$ cat src/rtl/vdp_cpu_port_if.sv
// rtl/vdp_cpu_port_if.sv - Z80 I/O bus between CPU and VDP port
interface vdp_cpu_port_if;
    logic       cpu_wr;
    logic       cpu_rd;
    logic       cpu_port;
    logic [7:0] cpu_di;
    logic [7:0] cpu_do;

    modport master (output cpu_wr, output cpu_rd, output cpu_port, output cpu_di, input  cpu_do);
    modport slave  (input  cpu_wr, input  cpu_rd, input  cpu_port, input  cpu_di, output cpu_do);
endinterface

$ cat src/rtl/vdp_cpu_port.sv
// rtl/vdp_cpu_port.sv - VDP CPU port: data/control decode, VRAM/CRAM writer, registers 0-10
module vdp_cpu_port #(
    parameter int VRAM_AW = 14,
    parameter int CRAM_AW = 5
) (
    input  logic               clk,
    input  logic               rst,
    vdp_cpu_port_if.slave      bus,
    output logic [VRAM_AW-1:0] o_vram_addr,
    output logic               o_vram_we,
    output logic [7:0]         o_vram_do,
    input  logic [7:0]         i_vram_di,
    output logic               o_cram_we,
    output logic [CRAM_AW-1:0] o_cram_addr,
    output logic [11:0]        o_cram_data,
    input  logic               i_frame_start,
    input  logic               i_vblank_pend,
    input  logic               i_line_pend,
    input  logic               i_spr_ovf,
    input  logic               i_spr_coll,
    output logic               o_status_clr,
    output logic               o_irq,
    output logic [7:0]         o_scroll_x,
    output logic [7:0]         o_scroll_y,
    output logic [2:0]         o_name_table_base,
    output logic               o_disable_x_scroll,
    output logic               o_disable_y_scroll,
    output logic               o_display_en,
    output logic [7:0]         o_line_reload
);
    localparam logic [VRAM_AW-1:0] ADDR_ONE = {{(VRAM_AW-1){1'b0}}, 1'b1};

    typedef enum logic [1:0] {S_IDLE, S_PREFETCH, S_CAPTURE} state_t;

    state_t             r_state, w_state_nxt;
    logic [VRAM_AW-1:0] r_addr;
    logic [1:0]         r_code;
    logic               r_flag;
    logic [7:0]         r_rbuf;
    logic [7:0]         r_latch;
    logic [7:0]         r_regs [0:10];
    logic [7:0]         r_cpu_do;
    logic [VRAM_AW-1:0] r_vram_addr;
    logic               r_vram_we;
    logic [7:0]         r_vram_do;
    logic               r_cram_we;
    logic [CRAM_AW-1:0] r_cram_addr;
    logic [11:0]        r_cram_data;
    logic               r_clr_req;
    logic               r_status_clr;
    logic               r_irq;
    logic [7:0]         r_scroll_y;

    logic w_ctrl_wr, w_data_wr, w_ctrl_rd, w_data_rd, w_pf_start, w_capture;
    logic w_unused;

    // A simultaneous write strobe masks the read.
    assign w_ctrl_wr  = bus.cpu_wr & bus.cpu_port;
    assign w_data_wr  = bus.cpu_wr & ~bus.cpu_port;
    assign w_ctrl_rd  = bus.cpu_rd & ~bus.cpu_wr & bus.cpu_port;
    assign w_data_rd  = bus.cpu_rd & ~bus.cpu_wr & ~bus.cpu_port;
    assign w_pf_start = w_data_rd | (w_ctrl_wr & r_flag & (bus.cpu_di[7:6] == 2'd0));

    always_ff @(posedge clk or posedge rst) begin
        if (rst) r_state <= S_IDLE;
        else     r_state <= w_state_nxt;
    end

    always_comb begin
        w_state_nxt = r_state;
        if (w_pf_start) begin
            w_state_nxt = S_PREFETCH;
        end else begin
            case (r_state)
                S_PREFETCH: w_state_nxt = S_CAPTURE;
                S_CAPTURE:  w_state_nxt = S_IDLE;
                default:    w_state_nxt = S_IDLE;
            endcase
        end
    end

    always_comb begin
        w_capture = 1'b0;
        if (r_state == S_CAPTURE) w_capture = 1'b1;
    end

    always_ff @(posedge clk or posedge rst) begin
        if (rst) begin
            r_addr       <= '0;
            r_code       <= '0;
            r_flag       <= 1'b0;
            r_rbuf       <= '0;
            r_latch      <= '0;
            for (int i = 0; i < 11; i++) r_regs[i] <= '0;
            r_cpu_do     <= '0;
            r_vram_addr  <= '0;
            r_vram_we    <= 1'b0;
            r_vram_do    <= '0;
            r_cram_we    <= 1'b0;
            r_cram_addr  <= '0;
            r_cram_data  <= '0;
            r_clr_req    <= 1'b0;
            r_status_clr <= 1'b0;
            r_irq        <= 1'b0;
            r_scroll_y   <= '0;
        end else begin
            r_vram_we    <= 1'b0;
            r_cram_we    <= 1'b0;
            r_clr_req    <= w_ctrl_rd;
            r_status_clr <= r_clr_req;
            r_irq        <= (i_vblank_pend & r_regs[1][5]) | (i_line_pend & r_regs[0][4]);
            if (i_frame_start) r_scroll_y <= r_regs[9];

            // vram_addr was presented one clock earlier, so vram_di now holds that byte.
            if (w_capture) begin
                r_rbuf <= i_vram_di;
                r_addr <= r_addr + ADDR_ONE;
            end

            if (w_ctrl_wr) begin
                if (!r_flag) begin
                    r_addr[7:0] <= bus.cpu_di;
                    r_flag      <= 1'b1;
                end else begin
                    r_addr[VRAM_AW-1:8] <= bus.cpu_di[VRAM_AW-9:0];
                    r_code              <= bus.cpu_di[7:6];
                    r_flag              <= 1'b0;
                    if (bus.cpu_di[7:6] == 2'd0)
                        r_vram_addr <= {bus.cpu_di[VRAM_AW-9:0], r_addr[7:0]};
                    if ((bus.cpu_di[7:6] == 2'd2) && (bus.cpu_di[3:0] < 4'd11))
                        r_regs[bus.cpu_di[3:0]] <= r_addr[7:0];
                end
            end else if (w_data_wr) begin
                r_flag <= 1'b0;
                r_rbuf <= bus.cpu_di;
                r_addr <= r_addr + ADDR_ONE;
                if (r_code != 2'd3) begin
                    r_vram_we   <= 1'b1;
                    r_vram_addr <= r_addr;
                    r_vram_do   <= bus.cpu_di;
                end else if (!r_addr[0]) begin
                    r_latch <= bus.cpu_di;
                end else begin
                    r_cram_we   <= 1'b1;
                    r_cram_addr <= r_addr[CRAM_AW:1];
                    r_cram_data <= {bus.cpu_di[3:0], r_latch};
                end
            end else if (w_data_rd) begin
                r_cpu_do    <= r_rbuf;
                r_flag      <= 1'b0;
                r_vram_addr <= r_addr;
            end else if (w_ctrl_rd) begin
                r_cpu_do <= {i_vblank_pend, i_spr_ovf, i_spr_coll, 5'b0};
                r_flag   <= 1'b0;
            end
        end
    end

    assign bus.cpu_do         = r_cpu_do;
    assign o_vram_addr        = r_vram_addr;
    assign o_vram_we          = r_vram_we;
    assign o_vram_do          = r_vram_do;
    assign o_cram_we          = r_cram_we;
    assign o_cram_addr        = r_cram_addr;
    assign o_cram_data        = r_cram_data;
    assign o_status_clr       = r_status_clr;
    assign o_irq              = r_irq;
    assign o_scroll_x         = r_regs[8];
    assign o_scroll_y         = r_scroll_y;
    assign o_name_table_base  = r_regs[2][3:1];
    assign o_disable_x_scroll = r_regs[0][6];
    assign o_disable_y_scroll = r_regs[0][7];
    assign o_display_en       = r_regs[1][6];
    assign o_line_reload      = r_regs[10];

    // Registers 3-7 and the undecoded bits are held for the CPU's benefit only.
    assign w_unused = ^{r_regs[0], r_regs[1], r_regs[2], r_regs[3], r_regs[4],
                        r_regs[5], r_regs[6], r_regs[7]};
endmodule
$ cat src/flat_wrapper.sv
// flat-port wrapper written by rule: the top's interface ports become plain ports
module vdp_cpu_port_flat 
#(
    parameter int VRAM_AW = 14,
    parameter int CRAM_AW = 5
)
  (clk, rst, o_vram_addr, o_vram_we, o_vram_do, i_vram_di, o_cram_we, o_cram_addr, o_cram_data, i_frame_start, i_vblank_pend, i_line_pend, i_spr_ovf, i_spr_coll, o_status_clr, o_irq, o_scroll_x, o_scroll_y, o_name_table_base, o_disable_x_scroll, o_disable_y_scroll, o_display_en, o_line_reload, bus_cpu_wr, bus_cpu_rd, bus_cpu_port, bus_cpu_di, bus_cpu_do);
  vdp_cpu_port_if bus_i ();
  input  logic clk;
  input  logic rst;
  output logic [VRAM_AW-1:0] o_vram_addr;
  output logic o_vram_we;
  output logic [7:0] o_vram_do;
  input  logic [7:0] i_vram_di;
  output logic o_cram_we;
  output logic [CRAM_AW-1:0] o_cram_addr;
  output logic [11:0] o_cram_data;
  input  logic i_frame_start;
  input  logic i_vblank_pend;
  input  logic i_line_pend;
  input  logic i_spr_ovf;
  input  logic i_spr_coll;
  output logic o_status_clr;
  output logic o_irq;
  output logic [7:0] o_scroll_x;
  output logic [7:0] o_scroll_y;
  output logic [2:0] o_name_table_base;
  output logic o_disable_x_scroll;
  output logic o_disable_y_scroll;
  output logic o_display_en;
  output logic [7:0] o_line_reload;
  input wire logic [$bits(bus_i.cpu_wr)-1:0] bus_cpu_wr;
  input wire logic [$bits(bus_i.cpu_rd)-1:0] bus_cpu_rd;
  input wire logic [$bits(bus_i.cpu_port)-1:0] bus_cpu_port;
  input wire logic [$bits(bus_i.cpu_di)-1:0] bus_cpu_di;
  output wire logic [$bits(bus_i.cpu_do)-1:0] bus_cpu_do;
  assign bus_i.cpu_wr = bus_cpu_wr;
  assign bus_i.cpu_rd = bus_cpu_rd;
  assign bus_i.cpu_port = bus_cpu_port;
  assign bus_i.cpu_di = bus_cpu_di;
  assign bus_cpu_do = bus_i.cpu_do;
  vdp_cpu_port #(.VRAM_AW(VRAM_AW), .CRAM_AW(CRAM_AW)) u_core (.clk(clk), .rst(rst), .bus(bus_i), .o_vram_addr(o_vram_addr), .o_vram_we(o_vram_we), .o_vram_do(o_vram_do), .i_vram_di(i_vram_di), .o_cram_we(o_cram_we), .o_cram_addr(o_cram_addr), .o_cram_data(o_cram_data), .i_frame_start(i_frame_start), .i_vblank_pend(i_vblank_pend), .i_line_pend(i_line_pend), .i_spr_ovf(i_spr_ovf), .i_spr_coll(i_spr_coll), .o_status_clr(o_status_clr), .o_irq(o_irq), .o_scroll_x(o_scroll_x), .o_scroll_y(o_scroll_y), .o_name_table_base(o_name_table_base), .o_disable_x_scroll(o_disable_x_scroll), .o_disable_y_scroll(o_disable_y_scroll), .o_display_en(o_display_en), .o_line_reload(o_line_reload));
endmodule
$ cat config.mk
export PLATFORM = sky130hd
export DESIGN_NAME = vdp_cpu_port_flat
export DESIGN_NICKNAME = d
export VERILOG_FILES = /design/src/rtl/vdp_cpu_port_if.sv /design/src/rtl/vdp_cpu_port.sv /design/src/flat_wrapper.sv
export SDC_FILE = /design/constraint.sdc
export NUM_CORES = 1
export LEC_CHECK = 0
export CAP_MARGIN = 20
export CORE_MARGIN = 3
export CORE_UTILIZATION = 35
export DETAILED_ROUTE_END_ITERATION = 6
export PLACE_DENSITY = 0.67
export SYNTH_ARGS = -nofsm -noshare
export SYNTH_HDL_FRONTEND = slang
export SYNTH_SLANG_ARGS = --single-unit
$ cat constraint.sdc
create_clock -name clk -period 4.5 [get_ports clk]
set_input_delay 0.9 -clock clk [delete_from_list [all_inputs] [get_ports clk]]
set_output_delay 0.9 -clock clk [all_outputs]
set_load 0.01 [all_outputs]
* Word level (Yosys, flattened, before mapping)
Cells that the tools add are included.
** Word-level totals
- Register bits :: 183
- Input port bits :: 26
- Output and inout bits :: 81
- Word-level logic and storage cells :: 104
** Operators by class
- Add/subtract/negate cells :: 1
- Magnitude comparators :: 3
- Eq/ne operators :: 7
- Mux-type cells :: 34
- Bitwise logic cells :: 18
- Reductions and logical operators :: 13
** Operators with widths (number)
- $mux 14 :: 9
- $bwmux 88 :: 1
- $mux 8 :: 7
- $demux 8 s4 :: 1
- $add 14x1->14 const B :: 1
- $mux 1 :: 13
- $reduce_and 4->1 :: 3
- $and 1x1->1 :: 9
- $reduce_and 3->1 :: 3
- $mux 6 :: 1
- $not 1->1 :: 6
- $ge 5x5->1 const B :: 1
- $lt 5x1->1 const B :: 1
- $not 4->5 :: 1
- $eq 2x2->1 const B :: 2
- $lt 4x4->1 const B :: 1
- $mux 2 :: 2
- $ne 2x2->1 const B :: 2
- $reduce_bool 4->1 :: 1
- $ne 3x2->1 const B :: 1
- $reduce_bool 3->1 :: 1
- $eq 2x1->1 const B :: 1
- $logic_and 1x1->1 :: 2
- $logic_not 2->1 :: 1
- other kinds (4) :: 5

* Depth between registers and ports, before layout
- Depth after elaboration :: 7
- Gate-level depth with buffers :: 7
- Depth with buffers taken out :: 5

* Worst setup path after synthesis
No wires, ideal clock.
- Path type :: in2reg
- Start point :: input port bus_cpu_port
- End point :: register u_core.r_vram_addr[0], in the netlist u_core.o_vram_addr[0]
- Setup time :: 125 ps
- Data arrival time :: 2112 ps
- Required time :: 4375 ps
- Setup slack :: 2263 ps
- Cell stages on the path :: 6
- Buffers on the path :: 2
- Path through :: buf_2 nand2_1 o32ai_1 o2bb2ai_2 buf_4 mux2_2
** Between the ends
- Longest elaborated chain between the ends :: 4
- Elaborated cells between the ends (all ways) :: 11
- Those cells by class :: eq/ne: 3; mux: 2; bitwise: 4; reduce/logical: 2
** Ends and longest elaborated chain
- from (decl) :: line flat_wrapper.sv:34 : input wire logic [$bits(bus_i.cpu_port)-1:0] bus_cpu_port;
- $not 1->1 :: line vdp_cpu_port.sv:59, vdp_cpu_port.sv:61
- $and 1x1->1 (on tied branches) :: line vdp_cpu_port.sv:59, vdp_cpu_port.sv:61
- $ne 3x2->1 (no source line), or another cell as far along
- $reduce_and 4->1 (no source line) / $mux 14 (equally long branches)
- to (signal assigned) :: line vdp_cpu_port.sv:129 : r_vram_addr <= {bus.cpu_di[VRAM_AW-9:0], r_addr[7:0]};
- to (signal assigned) :: line vdp_cpu_port.sv:139 : r_vram_addr <= r_addr;
- to (signal assigned) :: line vdp_cpu_port.sv:151 : r_vram_addr <= r_addr;
- to (decl) :: line vdp_cpu_port.sv:43 : logic [VRAM_AW-1:0] r_vram_addr;
Parallel ways exist; a longest one is shown, timed or not.
A chain may end at the register's enable or synchronous reset.

* Final worst setup path
- Start point :: input port bus_cpu_wr
- End point :: register u_core.r_vram_addr[3], in the netlist u_core.o_vram_addr[3]
** Between the ends
- Longest elaborated chain between the ends :: 5
- Elaborated cells between the ends (all ways) :: 12
- Those cells by class :: eq/ne: 3; mux: 2; bitwise: 5; reduce/logical: 2
** Ends and longest elaborated chain
- from (decl) :: line flat_wrapper.sv:32 : input wire logic [$bits(bus_i.cpu_wr)-1:0] bus_cpu_wr;
- $not 1->1 :: line vdp_cpu_port.sv:61 : assign w_data_rd = bus.cpu_rd & ~bus.cpu_wr & ~bus.cpu_port;
- $and 1x1->1 (2 in a row) :: line vdp_cpu_port.sv:61
- $reduce_bool 3->1 (no source line)
- $reduce_and 4->1 (no source line)
Parallel ways exist; a longest one is shown, timed or not.

==> impl_metrics.ini <==
[global_routing]
grt_start_max_net_pins = 71
top_usage_layer = met2
met1_usage = 0.224
grt_pass1_wl_um = 22700
grtUsageTotal = 0.165
globalRouteMet2Util = 0.252
grt_pass1_vias = 3972
overflow = 0
met3_usage = 0.0559
antenna_found_initial = 0

[final_layout]
antenna_cells = 0
syn_to_final_growth_pct = 29.9
layout-drive-gt1-share = 0.232
layout.nets = 575

[clock_network]
htreeDepth = 4
cts_hold_buf = 0
root_buffer = clkbuf_16
numCtsBuffers = 17
cts_sinks = 127
cts_tree = yes
post-cts-setup-buffers = 0
path_clk_slew_ns = 0.05
cts.repair.resized = 0
clockBufferDepth = 2
clk_latency_ns = 0.42

[critical_path]
crit_path_top_delay_cell = o2bb2ai_2
path_cells = clkdlybuf4s50_1, nand2b_1, o2bb2ai_2, mux2_2
arrival_ns = 3.40
cpPeakStageDelay_ns = 0.79
start_kind = primary input
required_ns = 4.80
critPathMaxFanout = 19
critPathKind = primary input to register
crit_path_end_kind = register

[place]
dp_hpwl_um = 9390
io_buffer_count = 106
place.gp.congestion = 0.843
pre_cts_ws_ns = 0.934

[floorplan]
start_util = 0.363
boundaryPins = 107
rows = 45
core_um2 = 15500
die_area_um2 = 17600
fp.dieW_um = 133
die_y_um = 133

[synthesis]
synth_top_area_frac = 0.565
synth-edff-count = 0
ys_seq_area_frac = 0.565
synthFlopType = dfrtp_1
async_flop_share = 1.00
avgSynthCellArea_um2 = 11.9
ys_types = 52
synth_common_cells = dfrtp_1 (127), mux2_2 (89), nand2_1 (65), buf_4 (20)
synthCells = 471
syn_area_um2 = 5630
synth_area_leaders = dfrtp_1 (56%), mux2_2 (18%), nand2_1 (4.3%), buf_4 (2.7%), o21ai_0 (1.7%)
ys.warnings.count = 0
yosysMostFrequentCell = dfrtp_1
synth_fp_nets = 498
synth_top_area_cell = dfrtp_1
ys_seq_elements = 127

[sta]
worst_slew_pin_slew_ns = 0.925
period_minus_slack_ns = 3.10
slew_headroom = 0.383
slew_violations = 0
fin_ws_ns = 1.40
clock_skew_ns = 0.0206
hold_viol = 0
min_period_over_period = 0.690
report.final.setup_viol = 0
setup-tns-final_ns = 0
rsz0062_at_grt = no
fmax_ghz = 0.322

[run_status]
status = finished, final reports clean

[detailed_routing]
wl_per_cell_um = 18.3
drt_iter0_markers = 277
wirelength_um = 14100
route.detailed.drc = 0
antenna_left = 0
num_vias = 3829
dr.pass1.iters = 6
viasPerCell = 4.96

[hold_path]
hp-class = register to register

[power]
p_leak_nw = 3.26
p_per_area_nw_per_um2 = 518
peakVddDrop_mv = 0.312

[flow_run]
drv_cap = 0
==> final timing paths <==
path,to,cells after the start,slack [ns],from
min in group asynchronous,u_core.o_scroll_y[0],2,1.03,rst
max in group asynchronous,u_core.r_addr[10],3,2.64,rst
hold reg to reg,u_core.o_status_clr,0,0.35,u_core.r_clr_req
setup / recovery,u_core.o_vram_addr[3],4,1.40,bus_cpu_wr
setup reg to reg,u_core.r_addr[12],5,2.07,u_core.r_addr[0]
hold / removal,u_core.o_status_clr,0,0.35,u_core.r_clr_req
==> critical path: cells and delay by family <==
| family | cells | cell delay (ns) |
|---|---|---|
| AO/OA/AOI/OAI | 1 | 0.79 |
| multiplexers | 1 | 0.42 |
| AND/OR/NAND/NOR | 1 | 0.58 |
| buffers and inverters | 1 | 0.71 |
==> logic make-up after synthesis <==
logic type | after synthesis | share of synthesized area
DFF | 127 | 0.565
adders and majority gates | 1 | 0.00222
AOI/OAI and AO/OA | 62 | 0.0758
muxes | 92 | 0.183
buffers and inverters | 57 | 0.0531
and+or+nand+nor | 124 | 0.108
xor gates and xnor gates | 8 | 0.0124
==> registers in the layout, summed over array words and instances (netlist names), 10 cells and up <==
register	cells
u_core.o_cram_data	12
u_core.o_vram_addr	14
u_core.r_addr	14
u_core.r_regs	10
==> final cells by class <==
type / count / area (µm²)
sequential: 127 / 3180
clock buffer: 22 / 464
timing repair buffer: 108 / 1090
clock inverter: 10 / 136
inverter: 7 / 28.8
fill: 1392 / 8170
multi-input combinational: 287 / 2150
tap: 211 / 264
==> metal layers <==
layer	up-vias	wire length (µm)
li1	1787	-
met1	1931	6460
met2	107	6630
met3	4	990
met4	0	65
met5	-	0
==> cell usage in the layout, fill, tap and decap left out, types with 4 or more instances in the layout <==
cell,count
mux2_2,89
a21oi_1,4
nor2_1,15
clkbuf_16,17
a31oi_1,11
inv_1,6
xnor2_1,4
nand3_1,4
nand3_2,4
clkdlybuf4s50_1,106
and3_1,6
nor3_1,4
xor2_1,4
dfrtp_1,127
o21ai_0,19
nand2_1,65
nor3b_1,4
nand2b_1,5
==> metrics by stage <==
stage	total power [mW]	hold WS, ns	std cells	utilization	cell area, µm²
6_report	3.78	0.353	772	0.472	7310
5_1_grt	3.98	0.364	772	0.472	7310
4_1_cts	3.84	0.352	771	0.472	7300
3_5_place_dp	2.42	0.339	739	0.433	6700
3_3_place_gp	2.40	0.333	739	0.433	6700
2_1_floorplan	1.96	0.331	471	-	5630
==> power by group <==
part           internal (mW)  leakage, nW  total (mW)  switching [mW]
clock network          0.898        0.286        1.39           0.494
logic                  0.462         1.34       0.790           0.328
registers               1.37         1.64        1.60           0.236
total                   2.73         3.26        3.78            1.06
(Power assumes the default switching activity.)
